[config.mk]
export PLATFORM = sky130hd
export DESIGN_NAME = a_fifo_flat
export DESIGN_NICKNAME = d
export VERILOG_FILES = /design/src/rtl/a_fifo_pkg.sv /design/src/rtl/a_fifo_if.sv /design/src/rtl/a_fifo_mem.sv /design/src/rtl/a_fifo.sv /design/src/flat_wrapper.sv
export SDC_FILE = /design/constraint.sdc
export NUM_CORES = 1
export LEC_CHECK = 0
export ABC_AREA = 1
export CAP_MARGIN = 20
export CORE_MARGIN = 2
export CORE_UTILIZATION = 40
export CTS_BUF_LIST = sky130_fd_sc_hd__clkbuf_4 sky130_fd_sc_hd__clkbuf_8
export DETAILED_ROUTE_END_ITERATION = 7
export GPL_ROUTABILITY_DRIVEN = 0
export HOLD_SLACK_MARGIN = 0.12
export PLACE_DENSITY = 0.62
export SLEW_MARGIN = 15
export SYNTH_ARGS = -nofsm -noshare
export SYNTH_HDL_FRONTEND = slang
export SYNTH_HIERARCHICAL = 1
export SYNTH_SLANG_ARGS = --single-unit
[constraint.sdc]
create_clock -name Clk -period 7.2 [get_ports Clk]
set_input_delay 2.16 -clock Clk [delete_from_list [all_inputs] [get_ports Clk]]
set_output_delay 2.16 -clock Clk [all_outputs]
set_load 0.02 [all_outputs]
[src/rtl/a_fifo_pkg.sv]
`default_nettype none
// ============================================================================
// Module   : a_fifo_pkg
// Purpose  : Shared defaults and the sample-word type for the audio-sample
//            FIFO of the spectrum-analyser datapath.
// Contents : A_FIFO_DATA_WIDTH    - default stored word width (24)
//            A_FIFO_ADDRESS_WIDTH - default log2 of FIFO depth (4 -> 16)
//            a_fifo_word_t        - one sample word at the default width
// Revision : 1.0 - initial release
// ============================================================================
package a_fifo_pkg;

  localparam int A_FIFO_DATA_WIDTH    = 24;
  localparam int A_FIFO_ADDRESS_WIDTH = 4;

  typedef logic [A_FIFO_DATA_WIDTH-1:0] a_fifo_word_t;

endpackage
`default_nettype wire

[src/rtl/a_fifo_if.sv]
`default_nettype none
// ============================================================================
// Module   : a_fifo_if
// Purpose  : Producer/consumer handshake bundle of the audio-sample FIFO.
// Signals  : Data_in    - write data             (master -> FIFO)
//            WriteEn_in - write request          (master -> FIFO)
//            ReadEn_in  - read request           (master -> FIFO)
//            Full_out   - FIFO holds depth words (FIFO -> master)
//            Empty_out  - FIFO holds zero words  (FIFO -> master)
//            Data_out   - registered read data   (FIFO -> master)
// Modports : master - the producer/consumer side
//            slave  - the FIFO itself
// Revision : 1.0 - initial release
// ============================================================================
interface a_fifo_if
  import a_fifo_pkg::*;
#(
  parameter int DATA_WIDTH = A_FIFO_DATA_WIDTH
) ();

  logic [DATA_WIDTH-1:0] Data_in;
  logic                  WriteEn_in;
  logic                  Full_out;
  logic                  ReadEn_in;
  logic [DATA_WIDTH-1:0] Data_out;
  logic                  Empty_out;

  modport master (
    output Data_in,
    output WriteEn_in,
    output ReadEn_in,
    input  Full_out,
    input  Empty_out,
    input  Data_out
  );

  modport slave (
    input  Data_in,
    input  WriteEn_in,
    input  ReadEn_in,
    output Full_out,
    output Empty_out,
    output Data_out
  );

endinterface
`default_nettype wire

[src/rtl/a_fifo_mem.sv]
`default_nettype none
// ============================================================================
// Module   : a_fifo_mem
// Purpose  : Simple dual-port storage array for the audio-sample FIFO.
//            The array itself has no reset so it maps onto block RAM; only
//            the read-data output register is cleared.
// Ports    : clk       - clock for both ports
//            rst       - asynchronous active-high clear of o_rd_data
//            i_wr_en   - write strobe
//            i_wr_addr - write address
//            i_wr_data - write data
//            i_rd_en   - read strobe, loads o_rd_data
//            i_rd_addr - read address
//            o_rd_data - registered read data, held when i_rd_en is low
// Revision : 1.0 - initial release
// ============================================================================
module a_fifo_mem
  import a_fifo_pkg::*;
#(
  parameter int DATA_WIDTH    = A_FIFO_DATA_WIDTH,
  parameter int ADDRESS_WIDTH = A_FIFO_ADDRESS_WIDTH
) (
  input  wire logic                     clk,
  input  wire logic                     rst,
  input  wire logic                     i_wr_en,
  input  wire logic [ADDRESS_WIDTH-1:0] i_wr_addr,
  input  wire logic [DATA_WIDTH-1:0]    i_wr_data,
  input  wire logic                     i_rd_en,
  input  wire logic [ADDRESS_WIDTH-1:0] i_rd_addr,
  output logic      [DATA_WIDTH-1:0]    o_rd_data
);

  localparam int c_depth = 2 ** ADDRESS_WIDTH;

  logic [DATA_WIDTH-1:0] r_mem [c_depth];

  always_ff @(posedge clk) begin
    if (i_wr_en) begin
      r_mem[i_wr_addr] <= i_wr_data;
    end
  end

  always_ff @(posedge clk or posedge rst) begin
    if (rst) begin
      o_rd_data <= '0;
    end else if (i_rd_en) begin
      o_rd_data <= r_mem[i_rd_addr];
    end
  end

endmodule
`default_nettype wire

[src/rtl/a_fifo.sv]
`default_nettype none
// ============================================================================
// Module   : a_fifo
// Purpose  : Single-clock FIFO decoupling the audio-sample producer from the
//            spectrum-analyser consumer. Holds the read/write pointers, the
//            full/empty decode and the acceptance logic around a_fifo_mem.
// Ports    : Clk      - single clock, all state changes on the rising edge
//            Clear_in - asynchronous active-high clear; empties the FIFO and
//                       zeroes Data_out (stored words are left in place)
//            bus      - a_fifo_if slave: Data_in, WriteEn_in, ReadEn_in,
//                       Full_out, Empty_out, Data_out
// Revision : 1.0 - initial release
// ============================================================================
module a_fifo
  import a_fifo_pkg::*;
#(
  parameter int DATA_WIDTH    = A_FIFO_DATA_WIDTH,
  parameter int ADDRESS_WIDTH = A_FIFO_ADDRESS_WIDTH
) (
  input wire logic Clk,
  input wire logic Clear_in,
  a_fifo_if.slave  bus
);

  localparam logic [ADDRESS_WIDTH:0] c_ptr_one = {{ADDRESS_WIDTH{1'b0}}, 1'b1};

  // One extra pointer bit distinguishes full from empty when the low bits match.
  logic [ADDRESS_WIDTH:0] r_wptr;
  logic [ADDRESS_WIDTH:0] r_rptr;

  logic w_empty;
  logic w_full;
  logic w_wr_acc;
  logic w_rd_acc;

  // Flags come from the registered pointers alone, never from the enables.
  assign w_empty = (r_wptr == r_rptr);
  assign w_full  = (r_wptr[ADDRESS_WIDTH-1:0] == r_rptr[ADDRESS_WIDTH-1:0]) &&
                   (r_wptr[ADDRESS_WIDTH] != r_rptr[ADDRESS_WIDTH]);

  // The memory write port has no clear of its own, so a request coinciding
  // with Clear_in must be blocked here to keep the array untouched.
  assign w_wr_acc = bus.WriteEn_in && !w_full  && !Clear_in;
  assign w_rd_acc = bus.ReadEn_in  && !w_empty && !Clear_in;

  always_ff @(posedge Clk or posedge Clear_in) begin
    if (Clear_in) begin
      r_wptr <= '0;
      r_rptr <= '0;
    end else begin
      if (w_wr_acc) begin
        r_wptr <= r_wptr + c_ptr_one;
      end
      if (w_rd_acc) begin
        r_rptr <= r_rptr + c_ptr_one;
      end
    end
  end

  a_fifo_mem #(
    .DATA_WIDTH    (DATA_WIDTH),
    .ADDRESS_WIDTH (ADDRESS_WIDTH)
  ) u_mem (
    .clk       (Clk),
    .rst       (Clear_in),
    .i_wr_en   (w_wr_acc),
    .i_wr_addr (r_wptr[ADDRESS_WIDTH-1:0]),
    .i_wr_data (bus.Data_in),
    .i_rd_en   (w_rd_acc),
    .i_rd_addr (r_rptr[ADDRESS_WIDTH-1:0]),
    .o_rd_data (bus.Data_out)
  );

  assign bus.Full_out  = w_full;
  assign bus.Empty_out = w_empty;

endmodule
`default_nettype wire

[src/flat_wrapper.sv]
// flat-port wrapper written by rule: the top's interface ports become plain ports
module a_fifo_flat import a_fifo_pkg::*;
#(
  parameter int DATA_WIDTH    = A_FIFO_DATA_WIDTH,
  parameter int ADDRESS_WIDTH = A_FIFO_ADDRESS_WIDTH
)
  (Clk, Clear_in, bus_Data_in, bus_WriteEn_in, bus_ReadEn_in, bus_Full_out, bus_Empty_out, bus_Data_out);
  a_fifo_if #(.DATA_WIDTH(DATA_WIDTH)) bus_i ();
  input wire logic Clk;
  input wire logic Clear_in;
  input wire logic [$bits(bus_i.Data_in)-1:0] bus_Data_in;
  input wire logic [$bits(bus_i.WriteEn_in)-1:0] bus_WriteEn_in;
  input wire logic [$bits(bus_i.ReadEn_in)-1:0] bus_ReadEn_in;
  output wire logic [$bits(bus_i.Full_out)-1:0] bus_Full_out;
  output wire logic [$bits(bus_i.Empty_out)-1:0] bus_Empty_out;
  output wire logic [$bits(bus_i.Data_out)-1:0] bus_Data_out;
  assign bus_i.Data_in = bus_Data_in;
  assign bus_i.WriteEn_in = bus_WriteEn_in;
  assign bus_i.ReadEn_in = bus_ReadEn_in;
  assign bus_Full_out = bus_i.Full_out;
  assign bus_Empty_out = bus_i.Empty_out;
  assign bus_Data_out = bus_i.Data_out;
  a_fifo #(.DATA_WIDTH(DATA_WIDTH), .ADDRESS_WIDTH(ADDRESS_WIDTH)) u_core (.Clk(Clk), .Clear_in(Clear_in), .bus(bus_i));
endmodule
# Yosys cells after proc, flatten, opt, wreduce, memory -nomap -nowiden

Memory sizes are Yosys's and may differ from the RTL's. A register that Yosys moved wholly into a read port is not among the register bits.
Index checks and enable logic that the tools add are counted.

Input bits: 28
Memory bits (writable): 384
Flip-flop bits (word level): 10
Memories kept: 1
Output and inout bits: 26
Logic and storage cells: 18

Memories:

| memory             | depth | bits a word | read ports | clocked after Yosys merged registers in | wr ports | line             | RTL |
|---|---|---|---|---|---|---|---|
| u_core.u_mem.r_mem | 16    | 24          | 1          | 1                                       | 1        | a_fifo_mem.sv:35 | `logic [DATA_WIDTH-1:0] r_mem [c_depth];` |

Multiplexer cells: 2
Equal/unequal tests: 3
Reductions and logical operators: 8
Add/sub/neg operators: 2

Operator list:

| cell                                         | count |
|---|---|
| adder 5 x 1 -> 5 bit (second input constant) | 2 |
| equality test 5 bit                          | 1 |
| logical AND 1 bit                            | 5 |
| equality test 4 bit                          | 1 |
| logical NOT 1 bit                            | 3 |
| 2-to-1 mux 1 bit                             | 2 |
| inequality test 1 bit                        | 1 |

# Longest topological paths before layout

Gate-level depths: netlist of the first run.

Word-level depth: 7
Depth in mapped cells: 12
Mapped depth without buffers: 10

# Modules after synthesis

The synthesis of the first run kept the hierarchy.

Modules (own cells, without submodules):

| module     | seq. area each (sq um) | instances | cells an instance | area each (sq um) |
|---|---|---|---|---|
| a_fifo_mem | 12,131.6               | 1         | 1,388             | 16,315.6 |
| a_fifo     | 250.2                  | 1         | 86                | 648.1 |

# Least setup slack after synthesis of the first run

OpenSTA, ideal clock, no wires.

Kind: input -> register
Start point: input port Clear_in
End point: memory u_core/u_mem/r_mem[12][0] in the netlist's numbering, enable pin
Setup time: 0.405 ns
Stages: 5
Data required time: 6.795 ns
Path slack: 3.102 ns
Arrival time: 3.693 ns
Buffers on the path: 0
Path through: inv_1 nand3_2 inv_1 nand3_1 nor2_1

Longest elaborated chain between the ends: 4

Ends and longest elaborated chain:

| element                                | line               | RTL |
|---|---|---|
| start, declared                        | flat_wrapper.sv:10 | `input wire logic Clear_in;` |
| logical NOT 1 bit                      | a_fifo.sv:43       | `assign w_wr_acc = bus.WriteEn_in && !w_full && !Clear_in;` |
| logical AND 1 bit                      | a_fifo.sv:43       |  |
| net u_core.w_wr_acc                    | a_fifo.sv:33       | `logic w_wr_acc;` |
| 2-to-1 mux 1 bit                       | a_fifo_mem.sv:38   | `if (i_wr_en) begin` |
| 2-to-1 mux 1 bit (not written as such) | a_fifo_mem.sv:39   | `r_mem[i_wr_addr] <= i_wr_data;` |
| end, declared                          | a_fifo_mem.sv:35   |  |

The timed path passes the listed nets, and every way through them passes these cells.

# Worst setup path after layout of the first run

Start point: register u_core.r_rptr[2]
End point: output port bus_Full_out

Longest elaborated chain between the ends: 2

Ends and longest elaborated chain:

| element                | line               | RTL |
|---|---|---|
| start, declared        | a_fifo.sv:29       | `logic [ADDRESS_WIDTH:0] r_rptr;` |
| start signal, assigned | a_fifo.sv:55       | `r_rptr <= r_rptr + c_ptr_one;` |
| equality test 4 bit    | a_fifo.sv:38       | `assign w_full = (r_wptr[ADDRESS_WIDTH-1:0] == r_rptr[ADDRESS_WIDTH-1:0]) &&` |
| logical AND 1 bit      | a_fifo.sv:38       |  |
| end, declared          | flat_wrapper.sv:14 | `output wire logic [$bits(bus_i.Full_out)-1:0] bus_Full_out;` |

No other way between the ends.

==> metrics.txt, run 1 <==
Core Util, Final 0.4611; hold slack 495.5 ps; PostCTS Resize Cnt 0; synth warn 6; Final Hold Fails 0; core area 0.04195 mm²; Pwr Density 386.1 mW/mm²; CTS tree built; fin crit share 0.6722; Nets 1552; Non-Filler Instances 2110; Total Die Area 0.04407 mm²; layout cells sized above 1 0.09682; num ports 54; Starting Density 0.4044; final non-filler cell area 0.01934 mm²; relative slew slack 0.2370; clk sinks 418; Clock transition at path regs 60 ps; total track usage 0.2106; Slowest Stage Delay on Critical Path 600 ps; number of DRC markers in iteration 0 1297; DR WL/cell 21.80 µm; fin. max-slew vios 0; global routing's busiest layer met2; Layout Area Growth over Synthesis 14.01%; HPWL after DPL 27090 µm; met2 usage 0.3335; Slew @ Worst Pin 1141 ps; HP Class reg2reg; R2R Setup Slk 3870 ps; remaining antenna violation count 0; VDD IR-drop max 0.3463 mV; # rows 75; largest net degree at the start of global routing 130; Cells after DPL 1989; Max Cap Violations 0; critical path type reg2out; Final min period 4840 ps; first-pass iteration count of the detailed router 5; Synth Area per Inst 11.51 µm²; via count 11065; vias in the first global route 10542; CP Capture Type output port; area leader, netlist edfxtp_1; CTS root buf clkbuf_8; Post-Syn Area 0.01696 mm²; Die Width 209.9 µm; Max FO, Critical Path 55; FF+latch count, synth 418; overall power 7.468 mW; pre-CTS setup slack 1994 ps; Cell Area, Placed 0.01790 mm²; RSZ-0062 raised after global routing no; count of cell types in the netlist 18; setup tns final 0 ps; Max H-tree Level 3; setup ws final 2360 ps; initial antenna violation count 1; vias per cell 5.244; required time of the critical path 5040 ps; total gr overflow 0; met1 usage 0.2869; DRC Markers 0; Pleak 7.236 nW; Seq/Total Area, Yosys 0.7299; Area contributors post-synth edfxtp_1 (68%), nand2_1 (14%), nand3_1 (8.6%), dfrtp_1 (5.0%), buf_2 (1.2%); cts hold-fix bufs 0; setup repair bufs after CTS 0; worst-path cell chain buf_4 -> inv_1 -> nand2_1 -> nand2_1 -> nor2_2 -> nand3_2 -> inv_1 -> clkdlybuf4s50_1; nature of the critical path startpoint flop; Max Freq 206.6 MHz; Setup Viol. Count Final 0; syn nets 1504; clock buffer depth 3; Port Buffers 53; die height 209.9 µm; CP max-delay cell clkdlybuf4s50_1; first-pass GRT wire length 66900 µm; Arr. time, crit path 2680 ps; Detailed Route WL 45990 µm; cells after synthesis 1474; M3 GR Usage 0.04365; total CTS buffers 69; status finished, final reports clean; Skew-Pair Late Insertion Delay 620 ps; skew final 41.98 ps; post-synth top area share 0.6797
[placed cells by master, fill, tap and decap left out]
cell type / count
nand3b_1: 2
clkbuf_4: 26
dfrtp_2: 1
edfxtp_1: 384
nand2_1: 613
diode_2: 1
xor2_1: 4
clkinv_4: 1
inv_2: 1
ha_1: 2
nor2_1: 1
clkbuf_8: 78
inv_1: 18
nand3_2: 4
clkdlybuf4s50_1: 53
xnor2_1: 3
dfrtp_1: 31
nand3_1: 293
nor2_2: 2
bufinv_16: 2
clkinv_1: 4
nand4_1: 10
inv_6: 2
clkinvlp_4: 3
clkinv_2: 6
buf_16: 1
buf_4: 7
nor2_4: 16
dfrtp_4: 2
[flip-flops by register name (all words and copies together), names as in the netlist]
| signal | flops |
|---|---|
| u_core/r_wptr | 5 |
| u_core/u_mem/o_rd_data | 24 |
| u_core/r_rptr | 5 |
| u_core/u_mem/r_mem | 384 |
[area by class of cell]
class                           instances  area, µm²
Clock buffer                          104       1269
Antenna cell                            1      2.502
Inverter                               22      88.84
Timing Repair Buffer                   61      610.6
Sequential cell                       418      12390
Clock inverter                         15      136.4
Fill cell                            3725      22610
Tap cell                              539      674.4
Multi-Input combinational cell        950       4168
[synth_stat cells]
master    count
clkbuf_1     16
xor2_1        4
nand3b_1      2
inv_2         2
dfrtp_1      34
xnor2_1       3
buf_4        23
nand3_1     293
nor2_2        2
inv_1        20
nor2_1       17
nand2_1     613
ha_1          2
nand4_1      10
nand3_2       4
edfxtp_1    384
buf_2        40
buf_1         5
[power breakdown]
| group | total (mW) | internal, mW | switching [mW] |
|---|---|---|---|
| clock | 2.11 | 1.20 | 0.915 |
| sequential | 3.04 | 2.83 | 0.213 |
| combinational | 2.31 | 0.662 | 1.65 |
[worst max-delay path: cells and delay by family (launching register included)]
| family | cells | cell delay (ps) |
|---|---|---|
| buf+inv | 4 | 1300 |
| flops | 1 | 330 |
| simple gates | 4 | 470 |
[final timing paths]
path,startpoint,to,depth (start not counted)
setup reg to reg,u_core/r_rptr[0],u_core/u_mem/o_rd_data[14],10
setup / recovery,u_core/r_rptr[2],bus_Full_out,8
min in group asynchronous,Clear_in,u_core/u_mem/o_rd_data[8],2
hold / removal,u_core/u_mem/o_rd_data[13],u_core/u_mem/o_rd_data[13],2
max in group asynchronous,Clear_in,u_core/r_rptr[0],2
hold reg to reg,u_core/u_mem/o_rd_data[13],u_core/u_mem/o_rd_data[13],2
[layer usage]
layer | wire length, µm | up-vias
met5 | 0 | -
met1 | 19420 | 5371
met3 | 3671 | 74
met4 | 1461 | 0
li1 | - | 5179
met2 | 21430 | 441
[cell families (layout without fill, tap and decap cells)]
| family | after synthesis | after routing | share of synthesized area |
|---|---|---|---|
| buf+inv | 106 | 202 | 0.03149 |
| xor+xnor | 7 | 7 | 0.003614 |
| fa+ha+maj | 2 | 2 | 0.001475 |
| other cells | 0 | 1 | 0 |
| simple gates | 941 | 941 | 0.2335 |
| flops | 418 | 418 | 0.7299 |
(Power assumes the default switching activity.)
==> run 2: changes to the inputs <==
- clock period: 7.2 -> 4.9 ns (I/O delays scaled with it)
==> metrics.txt, run 2 (synthesized netlist as in run 1, its figures left out) <==
status finished, final reports clean; clock network fraction of design power 0.291 (+0.008); Largest Register u_core/u_mem/r_mem; P_sw 3.918 mW (+41%); Skew-Pair Late Insertion Delay 610 ps (about the same); first-pass iteration count of the detailed router 6 (+1); Clock transition at path regs 60 ps (about the same); nature of the critical path startpoint flop; Arr. time, crit path 2730 ps (+50 ps); Pwr Density 557.1 mW/mm² (+44%); critical path type reg2out; Largest register FFs 384 (unchanged); core area 0.04195 mm² (unchanged); vias per cell 5.163 (-1.5%); CTS root buf clkbuf_8; Flop pwr share 0.407 (about the same); clock buffer depth 3 (unchanged); total gr overflow 0 (unchanged); initial antenna violation count 0 (-1); Max FO, Critical Path 50 (-9.1%); Pleak 7.309 nW (+1.0%); number of antenna diodes 0 (-1); required time of the critical path 3430 ps (-1610 ps); Slew @ Worst Pin 1126 ps (-14.59 ps); # rows 75 (unchanged); PostCTS Resize Cnt 0 (unchanged); skew final 24.86 ps (-17.12 ps); die height 209.9 µm (unchanged); VDD IR-drop max 0.3709 mV (+7.1%); R2R Setup Slk 1780 ps (-2090 ps); CP max-delay cell dfrtp_4; most frequent cells in the layout nand2_1 (613), edfxtp_1 (384), nand3_1 (293), clkbuf_8 (75), clkdlybuf4s50_1 (53); first-pass GRT wire length 63670 µm (-4.8%); layout cells sized above 1 0.1057 (+0.008845); Gate power share 0.302 (-0.008); Max H-tree Level 3 (unchanged); HPWL after DPL 23130 µm (-15%); total CTS buffers 71 (+2.9%); Die Width 209.9 µm (unchanged); Final Hold Fails 0 (unchanged); Max Cap Violations 0 (unchanged); switching portion of total power 0.3618 (-0.01054); HP Class reg2reg; largest net degree at the start of global routing 99 (-24%); DR WL/cell 19.40 µm (-11%); CP Capture Type output port; cts hold-fix bufs 0 (unchanged); fin crit share 0.8575; clk sinks 418 (unchanged); Total Die Area 0.04407 mm² (unchanged); CP top delay family buffers and inverters; Max Freq 238.0 MHz; via count 10993 (-0.65%); setup repair bufs after CTS 0 (unchanged); cell-internal power 6.912 mW (+47%); most common cell after layout, fill and taps aside nand2_1; Slowest Stage Delay on Critical Path 800 ps (+200 ps); WP buf/inv 3 (-1); DRC Markers 0 (unchanged); fin. max-slew vios 0 (unchanged); total track usage 0.1905 (-0.02014); biggest regs u_core/u_mem/r_mem: 384 flops, u_core/u_mem/o_rd_data: 24 flops; Nets 1563 (+0.71%); Starting Density 0.4044 (unchanged); RSZ-0062 raised after global routing no; vias in the first global route 10906 (+3.5%); Detailed Route WL 41300 µm (-10%); Port Buffers 53 (unchanged); worst-path cell chain inv_1 -> nand2_1 -> nand2_1 -> nor2_2 -> nand3_2 -> inv_1 -> clkdlybuf4s50_1; Final min period 4202 ps; Setup Viol. Count Final 0 (unchanged); setup tns final 0 ps (unchanged); remaining antenna violation count 0 (unchanged); overall power 10.83 mW (+45%); num ports 54 (unchanged); number of DRC markers in iteration 0 948 (-27%); relative slew slack 0.2483 (+0.01128); Layout Area Growth over Synthesis 14.60%; CTS tree built
==> run 2: cell count changes in the layout (fill, tap and decap cells not counted), moves of 3 or more <==
| cell | delta |
|---|---|
| clkbuf_8 | -3 |
| clkbuf_4 | +4 |
| clkinv_2 | +4 |
| clkinv_1 | +3 |
| buf_4 | +9 |
==> run 2: power by group through the flow <==
stage / Combinational, mW / Sequential [mW] / Clock (mW)
global route: 3.63 / 4.45 / 3.39
floorplan: 2.22 / 4.45 / 0
finish: 3.27 / 4.41 / 3.15
detailed placement: 3.28 / 4.49 / 0
global placement: 3.25 / 4.49 / 0
CTS: 3.29 / 4.42 / 3.23
==> run 2: worst reg2reg max path, stage by stage, from the launching register on <==
cell	delay, ps
dfrtp_4	820
nand2_1	120
nand2_1	100
nor2_2	50
nand3_2	140
nand3_2	150
inv_1	190
nand3b_1	330
nor2_4	810
==> run 2: worst paths after layout <==
check                                        endpoint  cells past startpoint                        from
max                                      bus_Full_out                      7            u_core/r_rptr[0]
min                        u_core/u_mem/o_rd_data[19]                      2  u_core/u_mem/o_rd_data[19]
max reg2reg                 u_core/u_mem/r_mem[4][19]                      8            u_core/r_rptr[1]
min reg2reg                u_core/u_mem/o_rd_data[19]                      2  u_core/u_mem/o_rd_data[19]
max in group asynchronous  u_core/u_mem/o_rd_data[20]                      3                    Clear_in
min in group asynchronous            u_core/r_wptr[4]                      3                    Clear_in
==> run 2: final cells by class <==
class                   instances  area, µm²
clock buffers                 105       1257
clock inverters                25      190.2
fillers                      3779      22510
inverters                      22      88.84
multi-input cells             950       4168
flip-flops and latches        418      12390
well taps                     539      674.4
repair buffers                 70      670.6
==> run 2: metrics by stage <==
step / cell area [µm²] / setup WS (ps) / hold slack (ps) / instances / util
6_report: 19440 / 698.1 / 477.0 / 2129 / 0.4634
5_1_grt: 19440 / 517.2 / 512.4 / 2129 / 0.4634
4_1_cts: 19440 / 626.7 / 483.1 / 2129 / 0.4634
3_5_place_dp: 17990 / 977.4 / 468.1 / 1999 / 0.4289
3_3_place_gp: 17990 / 1048 / 472.9 / 1999 / 0.4289
2_1_floorplan: 16960 / 1492 / 503.0 / 1474 / -
==> run 2: layer usage <==
metal,routed length [µm],GRT usage
met1,18030,0.2532
met4,893,0.06799
met5,0,0
met3,2395,0.03367
met2,19990,0.3165
